==> config.mk <==
export PLATFORM = sky130hd
export DESIGN_NAME = disp_spi_sequencer_flat
export DESIGN_NICKNAME = d
export VERILOG_FILES = /design/src/rtl/disp_spi_sequencer_if.sv /design/src/rtl/disp_spi_sequencer.sv /design/src/flat_wrapper.sv
export SDC_FILE = /design/constraint.sdc
export NUM_CORES = 1
export LEC_CHECK = 0
export CAP_MARGIN = 20
export CORE_MARGIN = 5
export CORE_UTILIZATION = 55
export CTS_BUF_LIST = sky130_fd_sc_hd__clkbuf_4 sky130_fd_sc_hd__clkbuf_8 sky130_fd_sc_hd__clkbuf_16
export CTS_CLUSTER_DIAMETER = 40
export CTS_CLUSTER_SIZE = 14
export DETAILED_ROUTE_END_ITERATION = 10
export PLACE_DENSITY_LB_ADDON = 0.12
export SYNTH_ARGS = -nofsm -noshare
export SYNTH_HDL_FRONTEND = slang
export SYNTH_SLANG_ARGS = --single-unit
==> constraint.sdc <==
create_clock -name clk -period 4.2 [get_ports clk]
set_clock_uncertainty 0.05 [all_clocks]
set_input_delay 0.84 -clock clk [delete_from_list [all_inputs] [get_ports clk]]
set_output_delay 0.84 -clock clk [all_outputs]
set_load 0.005 [all_outputs]
==> src/rtl/disp_spi_sequencer_if.sv <==
// Sequencer-facing bus: FIFO push side, status flags and the SPI master handshake.
// slave = the sequencer itself, master = the logic that feeds it and the SPI master.
interface disp_spi_sequencer_if;
   logic       wr_en;
   logic [7:0] wr_data;
   logic       wr_dc;
   logic       full;
   logic       empty;
   logic       overflow;
   logic       busy;
   logic       init_done;
   logic       spi_start;
   logic [7:0] spi_data;
   logic       spi_done;
   logic       dc_out;

   modport slave (
      input  wr_en, wr_data, wr_dc, spi_done,
      output full, empty, overflow, busy, init_done, spi_start, spi_data, dc_out
   );

   modport master (
      output wr_en, wr_data, wr_dc, spi_done,
      input  full, empty, overflow, busy, init_done, spi_start, spi_data, dc_out
   );
endinterface

==> src/rtl/disp_spi_sequencer.sv <==
// Byte FIFO + launch FSM feeding the display SPI master; D/C held for the whole byte.
// Define DISP_INIT_SEQ_EN to play the 6-byte power-on init ROM before user traffic.
module disp_spi_sequencer #(
   parameter int FIFO_AW    = 4,
   parameter int GAP_CYCLES = 2
) (
   input logic                 clk,
   input logic                 rst,
   disp_spi_sequencer_if.slave bus
);

   localparam int DEPTH = 1 << FIFO_AW;
   localparam int GW    = (GAP_CYCLES > 1) ? $clog2(GAP_CYCLES) : 1;
   localparam logic [GW-1:0] GAP_LOAD = (GAP_CYCLES > 0) ? GW'(GAP_CYCLES - 1) : '0;

   typedef enum logic [2:0] {S_INIT, S_IDLE, S_LAUNCH, S_WAIT_DONE, S_GAP} state_e;

`ifdef DISP_INIT_SEQ_EN
   localparam state_e RST_STATE = S_INIT;
`else
   localparam state_e RST_STATE = S_IDLE;
`endif

   state_e            state_q, state_d;
   logic [FIFO_AW:0]  wr_ptr_q, wr_ptr_d, rd_ptr_q, rd_ptr_d;
   logic [8:0]        mem_q [DEPTH];
   logic [8:0]        head;
   logic              full, empty, push, pop;
   logic              overflow_q, overflow_d;
   logic [GW-1:0]     gap_cnt_q, gap_cnt_d;
   logic [7:0]        spi_data_q, spi_data_d;
   logic              dc_q, dc_d;
   logic              xfer_end;
   logic              spi_start, busy;
   state_e            ret_state;

`ifdef DISP_INIT_SEQ_EN
   logic [2:0] init_idx_q, init_idx_d;
   logic       init_done_q, init_done_d;

   function automatic logic [7:0] rom_byte(input logic [2:0] idx);
      case (idx)
         3'd0:    return 8'hAE;
         3'd1:    return 8'hD5;
         3'd2:    return 8'h80;
         3'd3:    return 8'h8D;
         3'd4:    return 8'h14;
         default: return 8'hAF;
      endcase
   endfunction
`endif

   // Flags come from registered pointers only, so a pop never frees a slot
   // for a push in the same cycle.
   assign full  = (wr_ptr_q[FIFO_AW] != rd_ptr_q[FIFO_AW]) &&
                  (wr_ptr_q[FIFO_AW-1:0] == rd_ptr_q[FIFO_AW-1:0]);
   assign empty = (wr_ptr_q == rd_ptr_q);
   assign push  = bus.wr_en && !full;
   assign head  = mem_q[rd_ptr_q[FIFO_AW-1:0]];

   assign xfer_end = ((state_q == S_WAIT_DONE) && bus.spi_done && (GAP_CYCLES == 0)) ||
                     ((state_q == S_GAP) && (gap_cnt_q == '0));

`ifdef DISP_INIT_SEQ_EN
   assign ret_state = (!init_done_q && (init_idx_q != 3'd5)) ? S_INIT : S_IDLE;
`else
   assign ret_state = S_IDLE;
`endif

   // FSM: state register
   always_ff @(posedge clk) begin
      if (rst) state_q <= RST_STATE;
      else     state_q <= state_d;
   end

   // FSM: next state
   always_comb begin
      state_d = state_q;
      unique case (state_q)
         S_IDLE:      if (!empty) state_d = S_LAUNCH;
         S_LAUNCH:    state_d = S_WAIT_DONE;
         S_WAIT_DONE: if (bus.spi_done) state_d = (GAP_CYCLES > 0) ? S_GAP : ret_state;
         S_GAP:       if (gap_cnt_q == '0) state_d = ret_state;
`ifdef DISP_INIT_SEQ_EN
         S_INIT:      state_d = S_LAUNCH;
`endif
         default:     state_d = S_IDLE;
      endcase
   end

   // FSM: outputs
   always_comb begin
      spi_start = 1'b0;
      busy      = !empty;
      if (state_q == S_LAUNCH) spi_start = 1'b1;
      if (state_q != S_IDLE)   busy      = 1'b1;
   end

   always_comb begin
      pop        = (state_q == S_IDLE) && !empty;
      spi_data_d = spi_data_q;
      dc_d       = dc_q;
      gap_cnt_d  = gap_cnt_q;
      overflow_d = overflow_q | (bus.wr_en && full);
      wr_ptr_d   = wr_ptr_q + {{FIFO_AW{1'b0}}, push};
      rd_ptr_d   = rd_ptr_q + {{FIFO_AW{1'b0}}, pop};

      if (pop) {dc_d, spi_data_d} = head;
`ifdef DISP_INIT_SEQ_EN
      init_idx_d  = init_idx_q;
      init_done_d = init_done_q;
      if (state_q == S_INIT) {dc_d, spi_data_d} = {1'b0, rom_byte(init_idx_q)};
      if (xfer_end && !init_done_q) begin
         if (init_idx_q == 3'd5) init_done_d = 1'b1;
         else                    init_idx_d  = init_idx_q + 3'd1;
      end
`endif

      if ((state_q == S_WAIT_DONE) && bus.spi_done)
         gap_cnt_d = GAP_LOAD;
      else if ((state_q == S_GAP) && (gap_cnt_q != '0))
         gap_cnt_d = gap_cnt_q - 1'b1;
   end

   always_ff @(posedge clk) begin
      if (rst) begin
         wr_ptr_q   <= '0;
         rd_ptr_q   <= '0;
         overflow_q <= 1'b0;
         gap_cnt_q  <= '0;
         spi_data_q <= 8'h00;
         dc_q       <= 1'b0;
`ifdef DISP_INIT_SEQ_EN
         init_idx_q  <= 3'd0;
         init_done_q <= 1'b0;
`endif
      end else begin
         wr_ptr_q   <= wr_ptr_d;
         rd_ptr_q   <= rd_ptr_d;
         overflow_q <= overflow_d;
         gap_cnt_q  <= gap_cnt_d;
         spi_data_q <= spi_data_d;
         dc_q       <= dc_d;
`ifdef DISP_INIT_SEQ_EN
         init_idx_q  <= init_idx_d;
         init_done_q <= init_done_d;
`endif
      end
   end

   // Storage is not reset; a flush only rewinds the pointers.
   always_ff @(posedge clk) begin
      if (push) mem_q[wr_ptr_q[FIFO_AW-1:0]] <= {bus.wr_dc, bus.wr_data};
   end

   assign bus.full      = full;
   assign bus.empty     = empty;
   assign bus.overflow  = overflow_q;
   assign bus.busy      = busy;
   assign bus.spi_start = spi_start;
   assign bus.spi_data  = spi_data_q;
   assign bus.dc_out    = dc_q;
`ifdef DISP_INIT_SEQ_EN
   assign bus.init_done = init_done_q;
`else
   assign bus.init_done = 1'b1;
`endif

endmodule

==> src/flat_wrapper.sv <==
// flat-port wrapper written by rule: the top's interface ports become plain ports
module disp_spi_sequencer_flat 
#(
   parameter int FIFO_AW    = 4,
   parameter int GAP_CYCLES = 2
)
  (clk, rst, bus_wr_en, bus_wr_data, bus_wr_dc, bus_spi_done, bus_full, bus_empty, bus_overflow, bus_busy, bus_init_done, bus_spi_start, bus_spi_data, bus_dc_out);
  disp_spi_sequencer_if bus_i ();
  input logic clk;
  input logic rst;
  input wire logic [$bits(bus_i.wr_en)-1:0] bus_wr_en;
  input wire logic [$bits(bus_i.wr_data)-1:0] bus_wr_data;
  input wire logic [$bits(bus_i.wr_dc)-1:0] bus_wr_dc;
  input wire logic [$bits(bus_i.spi_done)-1:0] bus_spi_done;
  output wire logic [$bits(bus_i.full)-1:0] bus_full;
  output wire logic [$bits(bus_i.empty)-1:0] bus_empty;
  output wire logic [$bits(bus_i.overflow)-1:0] bus_overflow;
  output wire logic [$bits(bus_i.busy)-1:0] bus_busy;
  output wire logic [$bits(bus_i.init_done)-1:0] bus_init_done;
  output wire logic [$bits(bus_i.spi_start)-1:0] bus_spi_start;
  output wire logic [$bits(bus_i.spi_data)-1:0] bus_spi_data;
  output wire logic [$bits(bus_i.dc_out)-1:0] bus_dc_out;
  assign bus_i.wr_en = bus_wr_en;
  assign bus_i.wr_data = bus_wr_data;
  assign bus_i.wr_dc = bus_wr_dc;
  assign bus_i.spi_done = bus_spi_done;
  assign bus_full = bus_i.full;
  assign bus_empty = bus_i.empty;
  assign bus_overflow = bus_i.overflow;
  assign bus_busy = bus_i.busy;
  assign bus_init_done = bus_i.init_done;
  assign bus_spi_start = bus_i.spi_start;
  assign bus_spi_data = bus_i.spi_data;
  assign bus_dc_out = bus_i.dc_out;
  disp_spi_sequencer #(.FIFO_AW(FIFO_AW), .GAP_CYCLES(GAP_CYCLES)) u_core (.clk(clk), .rst(rst), .bus(bus_i));
endmodule
==> summary.txt <==
Global route
  • GRT Max-Usage Layer: met2
  • Met3 usage: between 4 and 5%
  • Antenna violations before repair: 0
  • Grt total ovfl: 0
  • Tot GR Track Use: 19.77%
  • Largest net degree at the start of global routing: 49
  • First-pass GRT wire length: 20.27 mm
  • Grt met1 use: 27.48%
  • Vias in the first global route: approximately 3,400
  • GR Layer Usage met2: 31.04%

STA
  • Slew Limit Headroom: between 30 and 40%
  • Setup TNS Final: 0 ns
  • Fin worst setup slack: roughly 1 ns
  • Final Hold Viols: 0
  • Final setup vio count: 0
  • Minimum clock period: between 3 and 4 ns
  • Fmax: 312.1 MHz
  • Worst-Margin Slew: about 0.97 ns
  • Post-route clock period utilization: about 76%
  • Slew Viols, Final: 0
  • Unrepaired setup endpoints after global routing: false

Place
  • Final HPWL DP: ~8.4 mm
  • Cell Area, Placed: 7010 µm²
  • Port Buf Inserts: 26
  • Routability cong.: ~0.81
  • Placed cells: 533
  • Worst slack at placement: around 1.1 ns

Synth
  • Post-synthesis mux area share: roughly 13%
  • Syn Nets: 390
  • Synth async-reset ratio: 0%
  • Most area-consuming cells after synthesis: edfxtp_1 65%, mux4_2 9.2%, dfxtp_1 7.2%
  • Fraction of the mapped netlist area in compound gates: under 10%
  • Synth area leader: edfxtp_1
  • Number of synthesized flops with an enable pin: 144
  • Largest family of logic cells by synthesized area: multiplexers
  • Gate Count Post-Synth: ~370
  • XOR/XNOR Fraction of Synth Area: 1.453%
  • Yosys warning total: 0
  • Simple-Gate Fraction of Synth Area: just under 6%
  • Share of the synthesized area in the top cell type: 65.22%
  • Synth Area in Adders: less than 1%
  • Sequential fraction of the synthesis area: roughly 72%
  • Main synth FF type: edfxtp_1
  • Synth cell types: 38
  • Seq cells post-synth: approximately 170
  • Post-synthesis instance area: about 6600 µm²
  • Syn avg cell area: ~18 µm²

Job
  • Max cap viols: 0

Layout
  • Antenna cells: 0
  • Finished Layout Cells: about 570
  • Nets: 422
  • Fin area: about 7600 µm²
  • Layout cells sized above 1: between 15 and 20%
  • Layout area overhead: 14.64%

Worst setup path
  • Crit path launch type: flip-flop
  • Data arrival time of the critical path: 2.31 ns
  • Max stage delay on crit path: about 0.55 ns
  • Required @ worst endpoint: around 3.3 ns
  • CP max-delay cell: dfxtp_1
  • Max FO, Critical Path: 10
  • CP endpoint kind: primary output
  • CP Class: reg -> out
  • Critical path cell sequence: xor2_1 > nor4_4 > and2_1 > nand2_1 > clkdlybuf4s50_1

Clock network
  • Resized cells post-CTS: 0
  • Clk_lat worst skew: roughly 0.42 ns
  • Clk root buf: clkbuf_16
  • Total CTS buffers: 17
  • Clk sinks: between 150 and 200
  • Post-CTS setup buffers: 0
  • CTS tree: yes
  • Clk slew on worst S/H paths: about 0.060 ns
  • Clock buffer depth: 2
  • Cts hold-fix bufs: 0
  • H-tree depth: 4

Route
  • DR vias/cell: 5.830
  • Routed length per placed instance: 23.47 µm
  • Drt pass-1 iters: 4
  • Antenna-violating nets left: 0
  • Drt first-iter violations: 230
  • Detailed-route DRC error count: 0
  • Total Routed Length: ~13 mm
  • Vias: roughly 3,300

Power
  • Power Dens Cells: approximately 540 nW/µm²
  • Total power: a little over 4 mW
  • Maximum vdd ir drop: 0.0003614 V
  • Leak: 2.391 nW

Floorplanning
  • Initial Util: about 56%
  • Core footprint: ~12,000 µm²
  • Std cell rows: 40
  • Die area: approximately 14,000 µm²
  • Die X: 119.8 µm
  • I/O pins: 28
  • Die Height: 119.8 µm

Outcome
  • Status: complete, no violations

Hold path
  • Min-delay worst type: reg -> reg
## final timing paths
path         depth (start not counted)  slack (ns)                                start                                   to
max                                  5         1.0        u_core.wr_ptr_q[3]$_SDFF_PP0_                             bus_busy
min                                  2        0.45  u_core.bus.spi_data[7]$_SDFFE_PP0P_  u_core.bus.spi_data[7]$_SDFFE_PP0P_
max reg2reg                          6        1.47        u_core.wr_ptr_q[2]$_SDFF_PP0_         u_core.mem_q[4][8]$_DFFE_PP_
min reg2reg                          2        0.45  u_core.bus.spi_data[7]$_SDFFE_PP0P_  u_core.bus.spi_data[7]$_SDFFE_PP0P_
## logic make-up (layout without fill, tap and decap cells)
group	after synthesis	count (layout)
other	1	1
multiplexers	54	54
AO/OA/AOI/OAI	37	37
flip-flops	168	168
adder cells (fa/ha/maj)	4	4
AND/OR/NAND/NOR	75	75
buffers and inverters	23	68
XOR/XNOR	11	11
## report_power, final
group	switching, mW	internal [mW]
logic	0.335	0.318
clock network	0.618	0.933
registers	0.0545	1.88
total	1.01	3.13
## per-layer routing
layer  share of wire (%)  routed length (µm)
met1                  45                5943
met2                  50                6574
met3                 3.5                 468
met5                   0                   0
met4                 2.1                 278
## synthesized netlist by cell type, types with 4 or more instances
master and number:
clkbuf_1 7, a21oi_1 4, edfxtp_1 144, buf_6 4
nor2b_1 5, xor2_1 8, mux2i_1 18, nor3_1 4
a311oi_1 9, mux2_2 9, mux4_2 27, dfxtp_1 24
o21ai_0 11, a221oi_1 9, nor2_1 33, nand3_1 5
ha_1 4, nand2_1 13, buf_2 5, buf_4 4
## sequential cells by signal, indices dropped and copies added (netlist names)
| register | count |
|---|---|
| u_core.mem_q | 144 |
| u_core.state_q | 3 |
| u_core.bus.dc_out | 1 |
| u_core.wr_ptr_q | 5 |
| u_core.bus.spi_data | 8 |
| u_core.rd_ptr_q | 5 |
| u_core.bus.overflow | 1 |
| u_core.gap_cnt_q | 1 |
## per-stage QoR
| step | hold slack (ns) | utilization, % |
|---|---|---|
| after CTS | 0.4532 | 63.81 |
| after floorplan | 0.4104 | - |
| after detailed placement | 0.4440 | 58.86 |
| final | 0.4521 | 63.81 |
| after global placement | 0.4129 | 58.86 |
| after global routing | 0.4700 | 63.81 |
## worst max-delay path, delay by kind of cell (launching register included)
family	cells	cell delay (ns)
xor+xnor	1	0.17
simple gates	3	0.72
flops	1	0.55
buf+inv	1	0.45
## final cells by class
class / instances / area, µm²
clock buffer: 18 / 432.9
tap: 147 / 183.9
timing repair buffer: 35 / 327.8
sequential: 168 / 4807
fill: 853 / 4310
inverter: 1 / 3.754
clock inverter: 14 / 157.7
multi-input combinational: 182 / 1688
## cells in the final DEF (no fill, tap or decap), types with 9 or more instances in the layout
cell             Yosys  routed
edfxtp_1           144     144
nor2_1              33      33
mux4_2              27      27
clkdlybuf4s50_1      0      26
dfxtp_1             24      22
mux2i_1             18      18
clkbuf_16            0      17
nand2_1             13      13
o21ai_0             11      11
mux2_2               9       9
a221oi_1             9       9
a311oi_1             9       9
buf_4                4       9
No activity file was read; power rests on OpenSTA's default activity.
